File: config.mk
export PLATFORM = sky130hd
export DESIGN_NAME = pet_needs_engine
export DESIGN_NICKNAME = d
export VERILOG_FILES = /design/src/rtl/pet_pkg.sv /design/src/rtl/pet_needs_engine_need_channel.sv /design/src/rtl/pet_needs_engine.sv
export SDC_FILE = /design/constraint.sdc
export NUM_CORES = 1
export LEC_CHECK = 0
export CAP_MARGIN = 40
export CORE_MARGIN = 2
export CORE_UTILIZATION = 40
export CTS_BUF_LIST = sky130_fd_sc_hd__clkbuf_4 sky130_fd_sc_hd__clkbuf_8
export CTS_CLUSTER_DIAMETER = 120
export DETAILED_ROUTE_END_ITERATION = 10
export GPL_TIMING_DRIVEN = 0
export PLACE_DENSITY = 0.64
export SYNTH_ARGS = -nofsm -noshare
export SYNTH_HDL_FRONTEND = slang
export SYNTH_SLANG_ARGS = --single-unit
File: constraint.sdc
create_clock -name clk -period 3.4 [get_ports clk]
set_input_delay 0.68 -clock clk [delete_from_list [all_inputs] [get_ports clk]]
set_output_delay 0.68 -clock clk [all_outputs]
set_load 0.1 [all_outputs]
File: src/rtl/pet_pkg.sv
// pet_pkg: shared definitions for the virtual-pet need engine.
//   topState_e : top-level mode encoding (ALIVE / TEST / DEAD)
//   LVL_W_DEF  : default level width
//   sat_step   : +1/-1 step clamped to [0, maxLvl]; up and down together cancel
package pet_pkg;

  typedef enum logic [1:0] {
    ALIVE = 2'd0,
    TEST  = 2'd1,
    DEAD  = 2'd2
  } topState_e;

  localparam int LVL_W_DEF = 3;

  // Levels are carried as 8 bits here so one helper serves any LVL_W <= 8.
  function automatic logic [7:0] sat_step(input logic [7:0] level,
                                          input logic       up,
                                          input logic       down,
                                          input logic [7:0] maxLvl);
    logic [7:0] res;
    res = level;
    if (up && !down) begin
      if (level >= maxLvl) begin
        res = maxLvl;
      end else begin
        res = level + 8'd1;
      end
    end else if (down && !up) begin
      if (level == 8'd0) begin
        res = 8'd0;
      end else begin
        res = level - 8'd1;
      end
    end else begin
      res = level;
    end
    return res;
  endfunction

endpackage

File: src/rtl/pet_needs_engine_need_channel.sv
// need_channel: one need level with its own decay timer.
//   clk, rst  : clock, synchronous active-low reset
//   tick      : prescaler strobe
//   freeze    : hold the decay timer and suppress decay (TEST / DEAD)
//   kill      : force the level to 0 (death)
//   up, down  : +1 / -1 requests this cycle (clamped, cancel when both set)
//   level     : registered level
module need_channel
  import pet_pkg::*;
#(
  parameter int LVL_W   = LVL_W_DEF,
  parameter int LVL_MAX = 5,
  parameter int PER_W   = 7,
  parameter int PERIOD  = 30
) (
  input  logic             clk,
  input  logic             rst,
  input  logic             tick,
  input  logic             freeze,
  input  logic             kill,
  input  logic             up,
  input  logic             down,
  output logic [LVL_W-1:0] level
);

  logic [PER_W-1:0] timerR;
  logic [LVL_W-1:0] levelR;
  logic [LVL_W-1:0] levelNextS;
  logic             decayS;

  // Decay fires on the tick where the timer sits at its last count.
  assign decayS = !freeze && tick && (timerR == PER_W'(PERIOD - 1));

  // Decay timer: counts ticks while running, reloads 0 on decay.
  always_ff @(posedge clk) begin
    if (!rst) begin
      timerR <= '0;
    end else if (!freeze && tick) begin
      timerR <= decayS ? '0 : timerR + PER_W'(1);
    end else begin
      timerR <= timerR;
    end
  end

  // Next level: forced to 0 on death, otherwise a clamped step.
  always_comb begin
    levelNextS = levelR;
    if (kill) begin
      levelNextS = '0;
    end else begin
      levelNextS = LVL_W'(sat_step(8'(levelR), up, down | decayS, 8'(LVL_MAX)));
    end
  end

  // Level register.
  always_ff @(posedge clk) begin
    if (!rst) begin
      levelR <= LVL_W'(LVL_MAX);
    end else begin
      levelR <= levelNextS;
    end
  end

  assign level = levelR;

endmodule

File: src/rtl/pet_needs_engine.sv
// pet_needs_engine: need-level engine for the virtual pet.
//   clk, rst  : clock, synchronous active-low reset
//   refill    : per-need +1 pulses (ALIVE only)
//   heal      : +1 health pulse (ALIVE only)
//   test_tgl  : toggle test mode; sel_next / test_inc / test_dec act in test mode
//   levels    : packed levels, need n at n*LVL_W, health in the top field
//   critical  : per-need level < CRIT_LVL (all ones when dead)
//   test_mode, sel, dead, tick : mode, test channel select, death latch, tick strobe
// Optional macro PET_MOOD_EN adds the mood output and test channel N_NEEDS+1.
module pet_needs_engine
  import pet_pkg::*;
#(
  parameter int                     N_NEEDS      = 4,
  parameter int                     LVL_W        = LVL_W_DEF,
  parameter int                     LVL_MAX      = 5,
  parameter int                     CRIT_LVL     = 2,
  parameter int                     TICK_DIV     = 50,
  parameter int                     PER_W        = 7,
  parameter logic [N_NEEDS*PER_W-1:0] DECAY_PERIOD = {N_NEEDS{PER_W'(30)}},
  parameter int                     HARM_PERIOD  = 20
) (
  input  logic                           clk,
  input  logic                           rst,
  input  logic [N_NEEDS-1:0]             refill,
  input  logic                           heal,
  input  logic                           test_tgl,
  input  logic                           sel_next,
  input  logic                           test_inc,
  input  logic                           test_dec,
  output logic [(N_NEEDS+1)*LVL_W-1:0]   levels,
  output logic [N_NEEDS-1:0]             critical,
  output logic                           test_mode,
  output logic [2:0]                     sel,
  output logic                           dead,
  output logic                           tick
`ifdef PET_MOOD_EN
  ,
  output logic [LVL_W-1:0]               mood
`endif
);

  localparam int PRE_W  = (TICK_DIV > 1) ? $clog2(TICK_DIV) : 1;
  localparam int HARM_W = $clog2(HARM_PERIOD + 1);
`ifdef PET_MOOD_EN
  localparam logic [2:0] SEL_MAX = 3'(N_NEEDS + 1);
`else
  localparam logic [2:0] SEL_MAX = 3'(N_NEEDS);
`endif

  logic [PRE_W-1:0]  prescR;
  logic [PRE_W-1:0]  prescNextS;
  logic              tickR;
  topState_e         stateR;
  topState_e         stateNextS;
  logic [2:0]        selR;
  logic [LVL_W-1:0]  healthR;
  logic [LVL_W-1:0]  healthNextS;
  logic [HARM_W-1:0] harmTimerR;
  logic              harmS;
  logic              healthUpS;
  logic              healthDnS;
  logic              aliveS;
  logic              testS;
  logic              deadS;
  logic              enterDeadS;
  logic              killS;
  logic              anyCritS;
  logic [N_NEEDS-1:0] critS;
  logic [N_NEEDS-1:0] needUpS;
  logic [N_NEEDS-1:0] needDnS;
  logic [LVL_W-1:0]  needLvlS [N_NEEDS];

  assign aliveS   = (stateR == ALIVE);
  assign testS    = (stateR == TEST);
  assign deadS    = (stateR == DEAD);
  assign anyCritS = |critS;
  // Death kills every level on the same edge that health reaches 0.
  assign killS    = enterDeadS || deadS;

  // Prescaler wrap value.
  always_comb begin
    prescNextS = prescR + PRE_W'(1);
    if (prescR == PRE_W'(TICK_DIV - 1)) begin
      prescNextS = '0;
    end else begin
      prescNextS = prescR + PRE_W'(1);
    end
  end

  // Prescaler and tick register; tick is high while the count holds its last value.
  always_ff @(posedge clk) begin
    if (!rst) begin
      prescR <= '0;
      tickR  <= 1'b0;
    end else begin
      prescR <= prescNextS;
      tickR  <= (prescNextS == PRE_W'(TICK_DIV - 1));
    end
  end

  // Per-need up/down requests: refill when alive, selected channel in test.
  always_comb begin
    needUpS = '0;
    needDnS = '0;
    for (int n = 0; n < N_NEEDS; n++) begin
      case (stateR)
        ALIVE: begin
          needUpS[n] = refill[n];
          needDnS[n] = 1'b0;
        end
        TEST: begin
          needUpS[n] = test_inc && (selR == 3'(n));
          needDnS[n] = test_dec && (selR == 3'(n));
        end
        default: begin
          needUpS[n] = 1'b0;
          needDnS[n] = 1'b0;
        end
      endcase
    end
  end

  for (genvar n = 0; n < N_NEEDS; n++) begin : gNeed
    need_channel #(
      .LVL_W   (LVL_W),
      .LVL_MAX (LVL_MAX),
      .PER_W   (PER_W),
      .PERIOD  (int'(DECAY_PERIOD[n*PER_W +: PER_W]))
    ) uNeed (
      .clk    (clk),
      .rst    (rst),
      .tick   (tickR),
      .freeze (!aliveS),
      .kill   (killS),
      .up     (needUpS[n]),
      .down   (needDnS[n]),
      .level  (needLvlS[n])
    );
  end

  // Critical flags straight from the level registers.
  always_comb begin
    critS = '0;
    for (int n = 0; n < N_NEEDS; n++) begin
      critS[n] = deadS ? 1'b1 : (needLvlS[n] < LVL_W'(CRIT_LVL));
    end
  end

  assign harmS = aliveS && anyCritS && tickR && (harmTimerR == HARM_W'(HARM_PERIOD - 1));

  // Harm timer: runs on ticks only while alive and some need is critical.
  always_ff @(posedge clk) begin
    if (!rst) begin
      harmTimerR <= '0;
    end else if (aliveS) begin
      if (!anyCritS) begin
        harmTimerR <= '0;
      end else if (tickR) begin
        harmTimerR <= harmS ? '0 : harmTimerR + HARM_W'(1);
      end else begin
        harmTimerR <= harmTimerR;
      end
    end else begin
      harmTimerR <= harmTimerR;
    end
  end

  // Health step requests and next value.
  always_comb begin
    healthUpS = 1'b0;
    healthDnS = 1'b0;
    case (stateR)
      ALIVE: begin
        healthUpS = heal;
        healthDnS = harmS;
      end
      TEST: begin
        healthUpS = test_inc && (selR == 3'(N_NEEDS));
        healthDnS = test_dec && (selR == 3'(N_NEEDS));
      end
      default: begin
        healthUpS = 1'b0;
        healthDnS = 1'b0;
      end
    endcase
    healthNextS = LVL_W'(sat_step(8'(healthR), healthUpS, healthDnS, 8'(LVL_MAX)));
    enterDeadS  = !deadS && (healthNextS == '0);
  end

  // Health register.
  always_ff @(posedge clk) begin
    if (!rst) begin
      healthR <= LVL_W'(LVL_MAX);
    end else if (killS) begin
      healthR <= '0;
    end else begin
      healthR <= healthNextS;
    end
  end

  // Top mode next state; death outranks a simultaneous toggle.
  always_comb begin
    stateNextS = stateR;
    case (stateR)
      ALIVE: begin
        if (enterDeadS) begin
          stateNextS = DEAD;
        end else if (test_tgl) begin
          stateNextS = TEST;
        end else begin
          stateNextS = ALIVE;
        end
      end
      TEST: begin
        if (enterDeadS) begin
          stateNextS = DEAD;
        end else if (test_tgl) begin
          stateNextS = ALIVE;
        end else begin
          stateNextS = TEST;
        end
      end
      DEAD:    stateNextS = DEAD;
      default: stateNextS = DEAD;
    endcase
  end

  // Mode register.
  always_ff @(posedge clk) begin
    if (!rst) begin
      stateR <= ALIVE;
    end else begin
      stateR <= stateNextS;
    end
  end

  // Test channel select; kept across mode changes.
  always_ff @(posedge clk) begin
    if (!rst) begin
      selR <= 3'd0;
    end else if (testS && sel_next) begin
      selR <= (selR == SEL_MAX) ? 3'd0 : selR + 3'd1;
    end else begin
      selR <= selR;
    end
  end

  // Pack the levels, health on top.
  always_comb begin
    levels = '0;
    for (int n = 0; n < N_NEEDS; n++) begin
      levels[n*LVL_W +: LVL_W] = needLvlS[n];
    end
    levels[N_NEEDS*LVL_W +: LVL_W] = healthR;
  end

  assign critical  = critS;
  assign test_mode = testS;
  assign sel       = selR;
  assign dead      = deadS;
  assign tick      = tickR;

`ifdef PET_MOOD_EN
  logic [LVL_W-1:0] moodR;
  logic [1:0]       moodTickR;
  logic             moodEvtS;
  logic             moodUpS;
  logic             moodDnS;
  logic             allHighS;
  logic [3:0]       critCntS;

  assign moodEvtS = aliveS && tickR && (moodTickR == 2'd3);

  // Mood inputs: every 4th alive tick, or the mood channel in test.
  always_comb begin
    critCntS = 4'd0;
    allHighS = 1'b1;
    for (int n = 0; n < N_NEEDS; n++) begin
      critCntS = critCntS + {3'd0, critS[n]};
      if (needLvlS[n] < LVL_W'(LVL_MAX - 1)) begin
        allHighS = 1'b0;
      end else begin
        allHighS = allHighS;
      end
    end
    moodUpS = 1'b0;
    moodDnS = 1'b0;
    case (stateR)
      ALIVE: begin
        moodUpS = moodEvtS && allHighS;
        moodDnS = moodEvtS && !allHighS && (critCntS >= 4'd2);
      end
      TEST: begin
        moodUpS = test_inc && (selR == 3'(N_NEEDS + 1));
        moodDnS = test_dec && (selR == 3'(N_NEEDS + 1));
      end
      default: begin
        moodUpS = 1'b0;
        moodDnS = 1'b0;
      end
    endcase
  end

  // Mood level and its tick divider.
  always_ff @(posedge clk) begin
    if (!rst) begin
      moodR     <= LVL_W'(LVL_MAX);
      moodTickR <= 2'd0;
    end else begin
      moodR     <= killS ? '0 : LVL_W'(sat_step(8'(moodR), moodUpS, moodDnS, 8'(LVL_MAX)));
      moodTickR <= (aliveS && tickR) ? moodTickR + 2'd1 : moodTickR;
    end
  end

  assign mood = moodR;
`endif

endmodule

# Word level (Yosys, flattened, before mapping)
# Index checks and enable logic that the tools add are counted.
# classes
bitwise	5
div	0
shift	0
multipliers	0
reduce_logical	61
magnitude_cmp	9
add_sub_neg	17
n_eq_ne	14
muxes	53
# op_table
cell	n
$mux 3	26
$logic_and 1x1->1	30
$add 7x1->7 const B	4
$eq 7x5->1 const B	4
$mux 7	4
$logic_not 3->1	7
$add 3x1->3 const B	6
$ge 3x3->1 const B	5
$mux 5	3
$sub 3x1->3 const B	5
$eq 6x6->1 const B	2
$lt 3x2->1 const B	4
$pmux 1 s2	6
$reduce_bool 3->1	4
$logic_not 1->1	11
$mux 1	10
$reduce_bool 2->1	4
$add 6x1->6 const B	1
$eq 3x2->1 const B	2
$mux 6	1
$add 5x1->5 const B	1
$eq 5x5->1 const B	1
$mux 2	2
$or 1x1->1	4
12 further kinds	12
# word_totals
input_bits	11
elab_cells	178
n_memories	0
latchBits	0
reg_bits	60
ram_bits	0
romBits	0

# Longest topological paths before layout
# Gate-level depths: netlist (run 1).
# logic_depth
word_depth	14
ltp_mapped	14

# By module
# Synthesis (run 1) repeated with hierarchy kept, for this count alone.
# unflattened
hier_cells	499
area_unflattened_um2	4254.1
# modules_own_cells
mod	area_each_um2	n_inst	cells_per_inst	seq_area_each_um2
need_channel	713.2	4	80	200.2
pet_needs_engine	1401.3	1	179	400.4

# Worst setup path before layout (run 1)
# OpenSTA, ideal clock, no wires.
# synth_timing
kind	register -> output
startpoint	register gNeed[0].uNeed.levelR[2]
endpoint	output critical[0]
required_time_ps	2720
slack_ps	-247
path_stages_with_launch	2
arrival_time_ps	2967
cell_sequence	dfxtp_1 o21ai_0
# synth_via
elab_chain_len	2
# synth_lines
item	line_no	text
start: declaration	pet_needs_engine_need_channel.sv:27	logic [LVL_W-1:0] levelR;
start signal: assignment	pet_needs_engine_need_channel.sv:58	levelR <= LVL_W'(LVL_MAX);
start signal: assignment	pet_needs_engine_need_channel.sv:60	levelR <= levelNextS;
$lt 3x2->1	pet_needs_engine.sv:145	critS[n] = deadS ? 1'b1 : (needLvlS[n] < LVL_W'(CRIT_LVL));
$mux 1	pet_needs_engine.sv:145	
end: declaration	pet_needs_engine.sv:31	output logic [N_NEEDS-1:0] critical,
# No other way between the ends.

# Final worst setup path (run 1)
# layout_timing
startpoint	register stateR[0]
endpoint	register gNeed[1].uNeed.levelR[0]
# layout_via
elab_chain_len	14
elab_cells_between_ends	35
cone_classes	2 x eq/ne; 12 x mux; 1 x bitwise; 20 x reduce/logical
# layout_lines
item	line_no	text
start: declaration	pet_needs_engine.sv:53	topState_e stateR;
start signal: assignment	pet_needs_engine.sv:233	stateR <= stateNextS;
$eq 2x2->1	pet_needs_engine.sv:75	assign deadS = (stateR == DEAD);
$mux 1	pet_needs_engine.sv:145	
$reduce_or 4->1	pet_needs_engine.sv:76	assign anyCritS = |critS;
$logic_and 1x1->1 (3 in series)	pet_needs_engine.sv:149	assign harmS = aliveS && anyCritS && tickR && (harmTimerR == HARM_W'(HARM_PERIOD - 1));
$pmux 1 s2	pet_needs_engine.sv:172	case (stateR)
$logic_and 1x1->1 / $logic_not 1->1 (equally long branches)	pet_pkg.sv:28, pet_pkg.sv:22	
$mux 3 / $logic_and 1x1->1 (equally long branches)	pet_pkg.sv:28, pet_pkg.sv:22	
$mux 3	pet_pkg.sv:22	if (up && !down) begin
$logic_not 3->1	pet_needs_engine.sv:187	enterDeadS = !deadS && (healthNextS == '0);
$logic_and 1x1->1	pet_needs_engine.sv:187	
$logic_or 1x1->1	pet_needs_engine.sv:78	assign killS = enterDeadS || deadS;
$reduce_bool 3->1 (no source line) / $mux 3 (equally long branches)	--	
end signal: assignment	pet_needs_engine_need_channel.sv:58	
end signal: assignment	pet_needs_engine_need_channel.sv:60	
end: declaration	pet_needs_engine_need_channel.sv:27	
# Parallel ways exist; a longest one is shown, timed or not.
# A chain may end at the register's enable or synchronous reset.

==> results of run 1 <==
## metal layers
metal | track usage, % | routed length (microns) | part of all wire (%)
met5 | 0 | 0 | 0
met4 | 8.11 | 162 | 1.9
met3 | 2.83 | 255 | 3.0
met2 | 29.3 | 4010 | 47
met1 | 22.6 | 4060 | 48
## power breakdown
group	internal, mW	switching [mW]
clock network	0.471	0.287
logic	0.195	0.323
registers	0.725	0.0341
## sequential cells by signal, summed over array words and instances, names as in the netlist
signal,flops
gNeed.uNeed.timerR,28
sel,3
gNeed.uNeed.level,12
healthR,3
tick,1
stateR,2
prescR,6
harmTimerR,5
## metrics by stage
step | hold slack, ns | instance area, sq um | utilization [%] | setup slack, ns
finish | 0.501 | 4900 | 53.3 | 0.303
CTS | 0.506 | 4890 | 53.2 | 0.117
global placement | 0.478 | 4280 | 46.5 | 0.143
global route | 0.543 | 4900 | 53.3 | 0.0814
detailed placement | 0.493 | 4650 | 50.6 | 0.129
floorplan | 0.456 | 3790 | - | 0.105
## cell usage after synthesis (7+ instances only)
library cell,count
o21ai_0,31
nand4_1,9
nor3_1,18
nand2_1,37
o21ai_1,8
inv_1,34
ha_1,44
and2_1,7
dfxtp_1,60
nand3_1,13
nand2b_1,11
nor2_1,38
xor2_1,16
nor2b_1,17
clkbuf_1,15
o21a_1,7
a21oi_1,21
## timing repair
item,in CTS,in global routing
endpoints found under the setup margin,0,10
resized for setup,0,1
hold buffers,0,0
buffers inserted,0,0
## final cells by class
| class | instances | area (sq um) |
|---|---|---|
| fillers | 862 | 4290 |
| multi-input cells | 354 | 2410 |
| flip-flops and latches | 60 | 1200 |
| repair buffers | 60 | 726 |
| clock buffers | 13 | 166 |
| well taps | 111 | 139 |
| inverters | 34 | 128 |
| clock inverters | 3 | 68.8 |
| plain buffers | 16 | 63.8 |
## critical path: cells and delay by family, from the launching register on
kind                   cells  cell delay, ns
AO/OA/AOI/OAI              4            1.09
flip-flops                 1            0.43
AND/OR/NAND/NOR            3            1.02
buffers and inverters      2            0.43
## kinds of logic after synthesis
kind of cell	count (synthesis)	synth area share, %
DFF	60	31.7
muxes	2	0.529
and+or+nand+nor	178	24.7
xor gates and xnor gates	22	5.09
adders and majority gates	44	14.5
AOI/OAI and AO/OA	108	18.4
buffers and inverters	50	5.05
## path summary, 6_finish.rpt
kind	to	depth (start not counted)
worst max register to register	gNeed[1].uNeed.level[0]$_SDFFE_PN1P_	9
worst min-delay path	prescR[0]$_SDFF_PN0_	1
worst min register to register	prescR[0]$_SDFF_PN0_	1
worst max-delay path	gNeed[1].uNeed.level[0]$_SDFFE_PN1P_	9
==> results.py, run 1 <==
metrics = {
    "timing": {
        "timing.fmax_mhz": 323,
        "rsz0062_at_grt": "false",
        "tightest_slew_ns": 0.649,
        "period_needed_ns": 3.10,
        "hold_violations": 0,
        "period_share_pct": 91.1,
        "final.setup.tns_ns": 0,
        "setup_violations": 0,
        "drv_slew": 0,
        "max-slew-margin-rel_pct": 56.4,
        "finalClockSkew_ns": 0.00562,
    },
    "layout": {
        "drive_gt1_share_pct": 9.26,
        "final_common_cell": "dfxtp_1",
        "area_growth_pct": 29.4,
        "fin_cells": 651,
        "n_antenna_cell": 0,
        "final_nets": 590,
        "mostFrequentLayoutCells": "60 x dfxtp_1, 44 x ha_1, 38 x nor2_1, 37 x nand2_1, 35 x clkdlybuf4s50_1",
    },
    "floorplan": {
        "coreArea_sq_um": 9200,
        "io_pins": 36,
        "die_x_microns": 101,
        "num_rows": 35,
        "design.die.area_sq_um": 10300,
        "chipHeight_microns": 101,
        "start_util_pct": 41.2,
    },
    "run_status": {
        "status": "finished, final reports clean",
    },
    "setup_path": {
        "worst_ep_arrival_time_ns": 3.30,
        "r2r-start": "stateR[0]$_SDFF_PN0_",
        "crit_fanout": 10,
        "critical_path_class": "flip-flop to flip-flop",
        "crit_path_end_kind": "flip-flop",
        "required_ns": 3.61,
        "crit_slowest_cell": "nor4b_4",
        "slowest_delay_ns": 0.55,
        "path_cells": "nand2b_1 > inv_1 > a2111oi_4 > o31a_1 > or4_1 > a31oi_2 > nor4b_4 > buf_4 > o21ai_1",
        "r2r_slack_ns": 0.30,
        "startpoint": "stateR[0]$_SDFF_PN0_",
        "critPathLaunchType": "flip-flop",
    },
    "power_and_ir_drop": {
        "powerDensity_nw_per_um2": 415,
        "leakagePower_nw": 1.97,
        "power_mw": 2.03,
        "vdd_drop_max_uv": 258,
    },
    "flow_run": {
        "cap_violations": 0,
    },
    "detailed_routing": {
        "drt_iter0_drc": 135,
        "drt-total-wl_microns": 8490,
        "vias_per_cell": 5.18,
        "wl_per_cell_microns": 13.0,
        "drt_pass1_iterations": 4,
        "drc": 0,
        "ant_nets": 0,
        "vias": 3373,
    },
    "synth": {
        "synthFlopType": "dfxtp_1",
        "synth_area_sq_um": 3790,
        "synth_top_area_share_pct": 31.7,
        "seq_area_frac_synth_pct": 31.7,
        "synth_edf_count": 0,
        "syn_area_per_cell_sq_um": 8.16,
        "syn-instance-count": 464,
        "synth.ff_latch_count": 60,
        "async_reset_ff_share_pct": 0,
        "ys_warn_count": 0,
        "synthTopCellsByArea": "dfxtp_1 32%, ha_1 15%, o21ai_0 4.1%",
        "synth.distinct_cells": 54,
        "syn-num-nets": 519,
        "yosysTopAreaCell": "dfxtp_1",
    },
    "placement": {
        "gp_congestion": 0.865,
        "numPortBuffers": 35,
        "dp_hpwl_microns": 6320,
        "place_inst": 635,
    },
    "global_route": {
        "antenna_found_initial": 0,
        "grt_pass1_vias": 3212,
        "grt_max_degree": 11,
        "grt.overflow.total": 0,
        "grt_pass1_wl_microns": 14500,
        "track_usage_pct": 17.7,
    },
    "cts": {
        "clock_path_buffers": 2,
        "htreeDepth": 3,
        "numCtsBuffers": 9,
        "cts.sinks": 60,
        "clk_latency_ns": 0.34,
        "cts-root-buf": "clkbuf_8",
        "cts_tree": "done",
        "path_clk_slew_ns": 0.06,
    },
    "worst_hold_path": {
        "hp-start": "prescR[0]$_SDFF_PN0_",
        "hp-class": "flip-flop to flip-flop",
    },
}
Note: power is estimated with default switching activity, not from simulation.
==> run 2: changes to the inputs <==
--- a/config.mk
+++ b/config.mk
@@ -6,6 +6,7 @@
 export NUM_CORES = 1
 export LEC_CHECK = 0
 export CAP_MARGIN = 40
+export CORE_ASPECT_RATIO = 1.1
 export CORE_MARGIN = 2
 export CORE_UTILIZATION = 40
 export CTS_BUF_LIST = sky130_fd_sc_hd__clkbuf_4 sky130_fd_sc_hd__clkbuf_8
==> run 2 against run 1 <==
Net effect: highest routed layer unchanged; combinational power increased by 1%; non-clock buffer count did not move; register-to-register slack hardly changed; design area down 0.28%; final cell count increased by 0.92%; via count up 1.5%; clock-buffer cell count fell by 3; total power decreased by 4.8%; critical path depth is the same; clock skew increased by 0.0045 ns.
==> results.py, run 2 (synthesis gave the netlist of run 1 again) <==
metrics = {
    "setup_path": {
        "r2r_slack_ns": 0.29,
        "path_cells": "nand2b_1 > inv_1 > a2111oi_4 > o31a_1 > or4_1 > a31oi_2 > nor4b_4 > buf_4 > o21ai_1",
        "required_ns": 3.60,
        "critical_path_class": "flip-flop to flip-flop",
        "r2r_end": "gNeed[0].uNeed.level[2]$_SDFFE_PN1P_",
        "r2r_cells": 9,
        "r2r-start": "stateR[0]$_SDFF_PN0_",
        "critPathLaunchType": "flip-flop",
        "path_delay_family": "compound AO/OA/AOI/OAI gates",
        "worst_ep_arrival_time_ns": 3.31,
        "crit_slowest_cell": "nor4b_4",
        "critical_path_depth": 9,
        "slowest_delay_ns": 0.55,
        "crit_path_end_kind": "flip-flop",
        "crit_fanout": 10,
        "crit_buf_inv": 2,
    },
    "layout": {
        "mostFrequentLayoutCells": "60 x dfxtp_1, 44 x ha_1, 38 x nor2_1, 37 x nand2_1, 35 x clkdlybuf4s50_1",
        "final_nets": 590,
        "area_growth_pct": 29.1,
        "largest_reg_flops": 28,
        "post-route-util_pct": 52.5,
        "multi_input_area_sq_um": 2410,
        "n_antenna_cell": 0,
        "n_fill_cell": 823,
        "regArea_sq_um": 1200,
        "final_common_cell": "dfxtp_1",
        "top_register": "gNeed.uNeed.timerR",
        "drive_gt1_share_pct": 9.26,
    },
    "timing": {
        "period_share_pct": 91.5,
        "period_needed_ns": 3.11,
        "drv_slew": 0,
        "finalClockSkew_ns": 0.0101,
        "final.setup.tns_ns": 0,
        "hold_violations": 0,
        "setup_violations": 0,
        "rsz0062_at_grt": "false",
        "hold_slack_ns": 0.506,
        "tightest_slew_ns": 0.651,
        "max-slew-margin-rel_pct": 56.2,
        "timing.fmax_mhz": 322,
        "fin_ws_ns": 0.290,
    },
    "detailed_routing": {
        "ant_nets": 0,
        "drt_iter0_drc": 106,
        "drc": 0,
        "drt-total-wl_microns": 8690,
        "wl_per_cell_microns": 13.2,
        "drt_pass1_iterations": 4,
        "vias": 3423,
        "vias_per_cell": 5.21,
    },
    "global_route": {
        "grt_max_degree": 12,
        "grt.overflow.total": 0,
        "grt_pass1_vias": 3267,
        "antenna_found_initial": 0,
        "grt_pass1_wl_microns": 14700,
        "track_usage_pct": 17.2,
    },
    "cts": {
        "cts-hold-fix-buffers": 0,
        "htreeDepth": 3,
        "clk_latency_ns": 0.34,
        "post_cts_buffers": 0,
        "path_clk_slew_ns": 0.08,
        "cts_tree": "done",
        "numCtsBuffers": 9,
        "clock_path_buffers": 2,
        "cts.sinks": 60,
        "cts-root-buf": "clkbuf_8",
        "cts_resized": 0,
    },
    "floorplan": {
        "die_x_microns": 96.8,
        "coreArea_sq_um": 9310,
        "chipHeight_microns": 106,
        "start_util_pct": 40.7,
        "num_rows": 37,
        "io_pins": 36,
        "design.die.area_sq_um": 10300,
    },
    "placement": {
        "pre_cts_ws_ns": 0.0919,
        "numPortBuffers": 35,
        "dp_hpwl_microns": 6480,
        "gp_congestion": 0.834,
    },
    "power_and_ir_drop": {
        "power_mw": 1.94,
        "powerDensity_nw_per_um2": 396,
        "leakagePower_nw": 1.96,
        "vdd_drop_max_uv": 216,
    },
    "worst_hold_path": {
        "hp-start": "prescR[0]$_SDFF_PN0_",
        "hp-class": "flip-flop to flip-flop",
        "holdPathEnd": "prescR[0]$_SDFF_PN0_",
        "min_path_cells": 1,
    },
    "flow_run": {
        "cap_violations": 0,
    },
    "run_status": {
        "status": "finished, final reports clean",
    },
}
[run 2: cell count changes in the layout (fill, tap and decap cells not counted), sizes merged]
cell      before  now
clkbuf        28   25
clkinv         1    3
clkinvlp       0    2
bufinv         2    1
[run 2: report_power, final]
part	internal [mW]	total (mW)	switching [mW]
registers	0.724	0.759	0.0346
logic	0.198	0.523	0.325
clock network	0.357	0.655	0.299
[run 2: worst max path at each step]
stage | end | startpoint
6_report | gNeed[0].uNeed.level[2]$_SDFFE_PN1P_ | stateR[0]$_SDFF_PN0_
5_1_grt | gNeed[0].uNeed.level[2]$_SDFFE_PN1P_ | stateR[0]$_SDFF_PN0_
4_1_cts | gNeed[0].uNeed.level[2]$_SDFFE_PN1P_ | stateR[0]$_SDFF_PN0_
3_5_place_dp | gNeed[0].uNeed.level[2]$_SDFFE_PN1P_ | test_inc
3_3_place_gp | gNeed[2].uNeed.level[0]$_SDFFE_PN1P_ | test_inc
2_1_floorplan | gNeed[3].uNeed.level[0]$_SDFFE_PN1P_ | tick$_SDFF_PN0_
[run 2: per-layer routing]
metal / track usage (%) / up-vias / routed length, microns
met4: 6.54 / 0 / 133
met3: 3.09 / 9 / 198
met1: 21.2 / 1612 / 4140
met2: 30.1 / 46 / 4210
li1: - / 1756 / -
met5: 0 / - / 0
[run 2: cell type report]
class                           instances  area share (%)
Multi-Input combinational cell        354            49.3
Sequential cell                        60            24.6
Timing Repair Buffer                   60            15.1
Tap cell                              117            2.99
Clock buffer                           10            2.82
Inverter                               34            2.61
Clock inverter                          6            1.31
Buffer                                 16            1.31
[run 2: through the flow]
step,cells,instance area (sq um)
after floorplan,464,3790
after global placement,616,4290
after detailed placement,641,4670
after CTS,657,4880
after global routing,657,4890
final,657,4890
[run 2: worst register-to-register path, cell delays in order, from the launching register on]
cell	delay, ns
dfxtp_1	0.42
nand2b_1	0.27
inv_1	0.16
a2111oi_4	0.50
o31a_1	0.38
or4_1	0.19
a31oi_2	0.14
nor4b_4	0.55
buf_4	0.28
o21ai_1	0.09
==> run 3: changes to the inputs <==
--- a/config.mk
+++ b/config.mk
@@ -11,9 +11,10 @@
 export CORE_UTILIZATION = 40
 export CTS_BUF_LIST = sky130_fd_sc_hd__clkbuf_4 sky130_fd_sc_hd__clkbuf_8
 export CTS_CLUSTER_DIAMETER = 120
+export CTS_CLUSTER_SIZE = 30
 export DETAILED_ROUTE_END_ITERATION = 10
 export GPL_TIMING_DRIVEN = 0
-export PLACE_DENSITY = 0.64
+export PLACE_DENSITY = 0.66
 export SYNTH_ARGS = -nofsm -noshare
 export SYNTH_HDL_FRONTEND = slang
 export SYNTH_SLANG_ARGS = --single-unit
==> constraint.sdc (replaced) <==
create_clock -name clk -period 2.8 [get_ports clk]
set_input_delay 0.56 -clock clk [delete_from_list [all_inputs] [get_ports clk]]
set_output_delay 0.56 -clock clk [all_outputs]
set_load 0.1 [all_outputs]
==> run 3 against run 2 <==
Net effect: total power up 29%; critical path depth is the same; routed wire length is 1.3% lower; die area unchanged; design area rose by 4.0%; core utilization is 2.1 points higher.
==> results.py, run 3 (synthesis gave the netlist of run 1 again) <==
metrics = {
    "run_status": {
        "status": "finished, final reports clean",
    },
    "timing": {
        "rsz0062_at_grt": "false",
        "setup_violations": 0,
        "period_needed_ns": 2.70,
        "max-slew-margin-rel_pct": 55.1,
        "drv_slew": 0,
        "finalClockSkew_ns": 0.0102,
        "period_share_pct": 96.3,
        "hold_violations": 0,
        "fin_ws_ns": 0.102,
        "final.setup.tns_ns": 0,
        "timing.fmax_mhz": 371,
        "tightest_slew_ns": 0.668,
    },
    "layout": {
        "drive_gt1_share_pct": 15.7,
        "n_fill_cell": 835,
        "fin_area_sq_um": 5080,
        "post-route-util_pct": 54.6,
        "largest_reg_flops": 28,
        "area_growth_pct": 34.3,
        "final_nets": 593,
        "mostFrequentLayoutCells": "45 x dfxtp_1, 43 x ha_1, 38 x nor2_1, 37 x nand2_1, 35 x clkdlybuf4s50_1",
        "n_antenna_cell": 0,
        "top_register": "gNeed.uNeed.timerR",
        "fin_cells": 660,
        "final_common_cell": "dfxtp_1",
    },
    "worst_hold_path": {
        "hp-class": "flip-flop to flip-flop",
    },
    "cts": {
        "cts.sinks": 60,
        "htreeDepth": 3,
        "cts-hold-fix-buffers": 0,
        "clk_latency_ns": 0.34,
        "cts-root-buf": "clkbuf_8",
        "cts_tree": "done",
        "numCtsBuffers": 9,
        "clock_path_buffers": 2,
        "path_clk_slew_ns": 0.07,
    },
    "floorplan": {
        "start_util_pct": 40.7,
        "die_x_microns": 96.8,
        "chipHeight_microns": 106,
        "io_pins": 36,
        "design.die.area_sq_um": 10300,
        "coreArea_sq_um": 9310,
        "num_rows": 37,
    },
    "setup_path": {
        "r2r_slack_ns": 0.13,
        "crit_path_end_kind": "flip-flop",
        "critical_path_class": "primary input to flip-flop",
        "crit_slowest_cell": "clkdlybuf4s50_1",
        "slowest_delay_ns": 0.51,
        "worst_ep_arrival_time_ns": 2.93,
        "critPathLaunchType": "primary input",
        "required_ns": 3.04,
        "crit_fanout": 5,
        "path_cells": "clkdlybuf4s50_1 > nand4_1 > nand3b_1 > o31a_1 > or4_4 > a31oi_4 > nor4b_4 > buf_4 > a2111oi_2",
    },
    "global_route": {
        "grt_pass1_vias": 3322,
        "grt_max_degree": 12,
        "grt_pass1_wl_microns": 14900,
        "track_usage_pct": 17.5,
        "grt.overflow.total": 0,
        "antenna_found_initial": 0,
    },
    "flow_run": {
        "cap_violations": 0,
    },
    "power_and_ir_drop": {
        "switchingPower_uw": 780,
        "internal_power_mw": 1.72,
        "powerDensity_nw_per_um2": 491,
        "pwr-share-comb_pct": 26.0,
        "clkPwrFrac_pct": 37.0,
        "leakagePower_nw": 2.02,
        "sw_frac_of_total_pct": 31.2,
        "vdd_drop_max_uv": 255,
        "seqPwrFrac_pct": 37.0,
    },
    "detailed_routing": {
        "ant_nets": 0,
        "vias": 3416,
        "drt-total-wl_microns": 8580,
        "drc": 0,
        "drt_iter0_drc": 127,
        "drt_pass1_iterations": 4,
        "vias_per_cell": 5.18,
        "wl_per_cell_microns": 13.0,
    },
    "placement": {
        "gp_congestion": 0.811,
        "numPortBuffers": 35,
        "dp_hpwl_microns": 6410,
        "place_inst": 641,
        "pre_cts_ws_ns": -0.427,
        "dpl_cell_area_sq_um": 4740,
    },
}
-- run 3: worst paths after layout --
kind,start,end,depth (start not counted)
max,test_inc,gNeed[1].uNeed.level[1]$_SDFFE_PP0P_,9
min,prescR[0]$_SDFF_PN0_,prescR[0]$_SDFF_PN0_,1
max reg2reg,stateR[1]$_SDFF_PN0_,gNeed[1].uNeed.level[1]$_SDFFE_PP0P_,8
min reg2reg,prescR[0]$_SDFF_PN0_,prescR[0]$_SDFF_PN0_,1
-- run 3: final cells by class --
class	instances	area [sq um]	area share (%)
Tap cell	117	146	2.88
Inverter	34	131	2.58
Timing Repair Buffer	66	783	15.4
Sequential cell	60	1220	24.1
Clock buffer	13	173	3.40
Buffer	13	55.1	1.08
Clock inverter	3	68.8	1.35
Multi-Input combinational cell	354	2500	49.2
-- run 3: layer usage --
layer | vias to the layer above | global-route usage [%] | share of wire, % | wire length [microns]
met3 | 15 | 2.63 | 2.4 | 210
met2 | 47 | 29.7 | 48 | 4140
met1 | 1588 | 21.2 | 47 | 4060
met5 | - | 0 | 0 | 0
met4 | 0 | 9.46 | 1.9 | 167
li1 | 1766 | - | - | -
-- run 3: power groups by stage --
stage	registers, mW	logic, mW	clock network (mW)
CTS	0.924	0.644	0.947
global route	0.930	0.693	0.984
detailed placement	0.942	0.636	0
floorplan	1.08	0.278	0
finish	0.924	0.649	0.925
global placement	0.940	0.540	0
-- run 3: through the flow --
stage	power (mW)	hold WS, ns
CTS	2.51	0.498
global placement	1.48	0.477
floorplan	1.36	0.456
global route	2.61	0.531
detailed placement	1.58	0.483
finish	2.50	0.490
-- run 3: critical path, delay by kind of cell --
| family | cells | cell delay (ns) |
|---|---|---|
| compound gates | 3 | 0.87 |
| buf+inv | 2 | 0.70 |
| simple gates | 4 | 0.80 |
-- run 3: what timing repair did --
action	in CTS	in global routing
endpoints found under the setup margin	13	18
buffers inserted	2	4
pin swaps	2	4
gates resized for setup	5	11
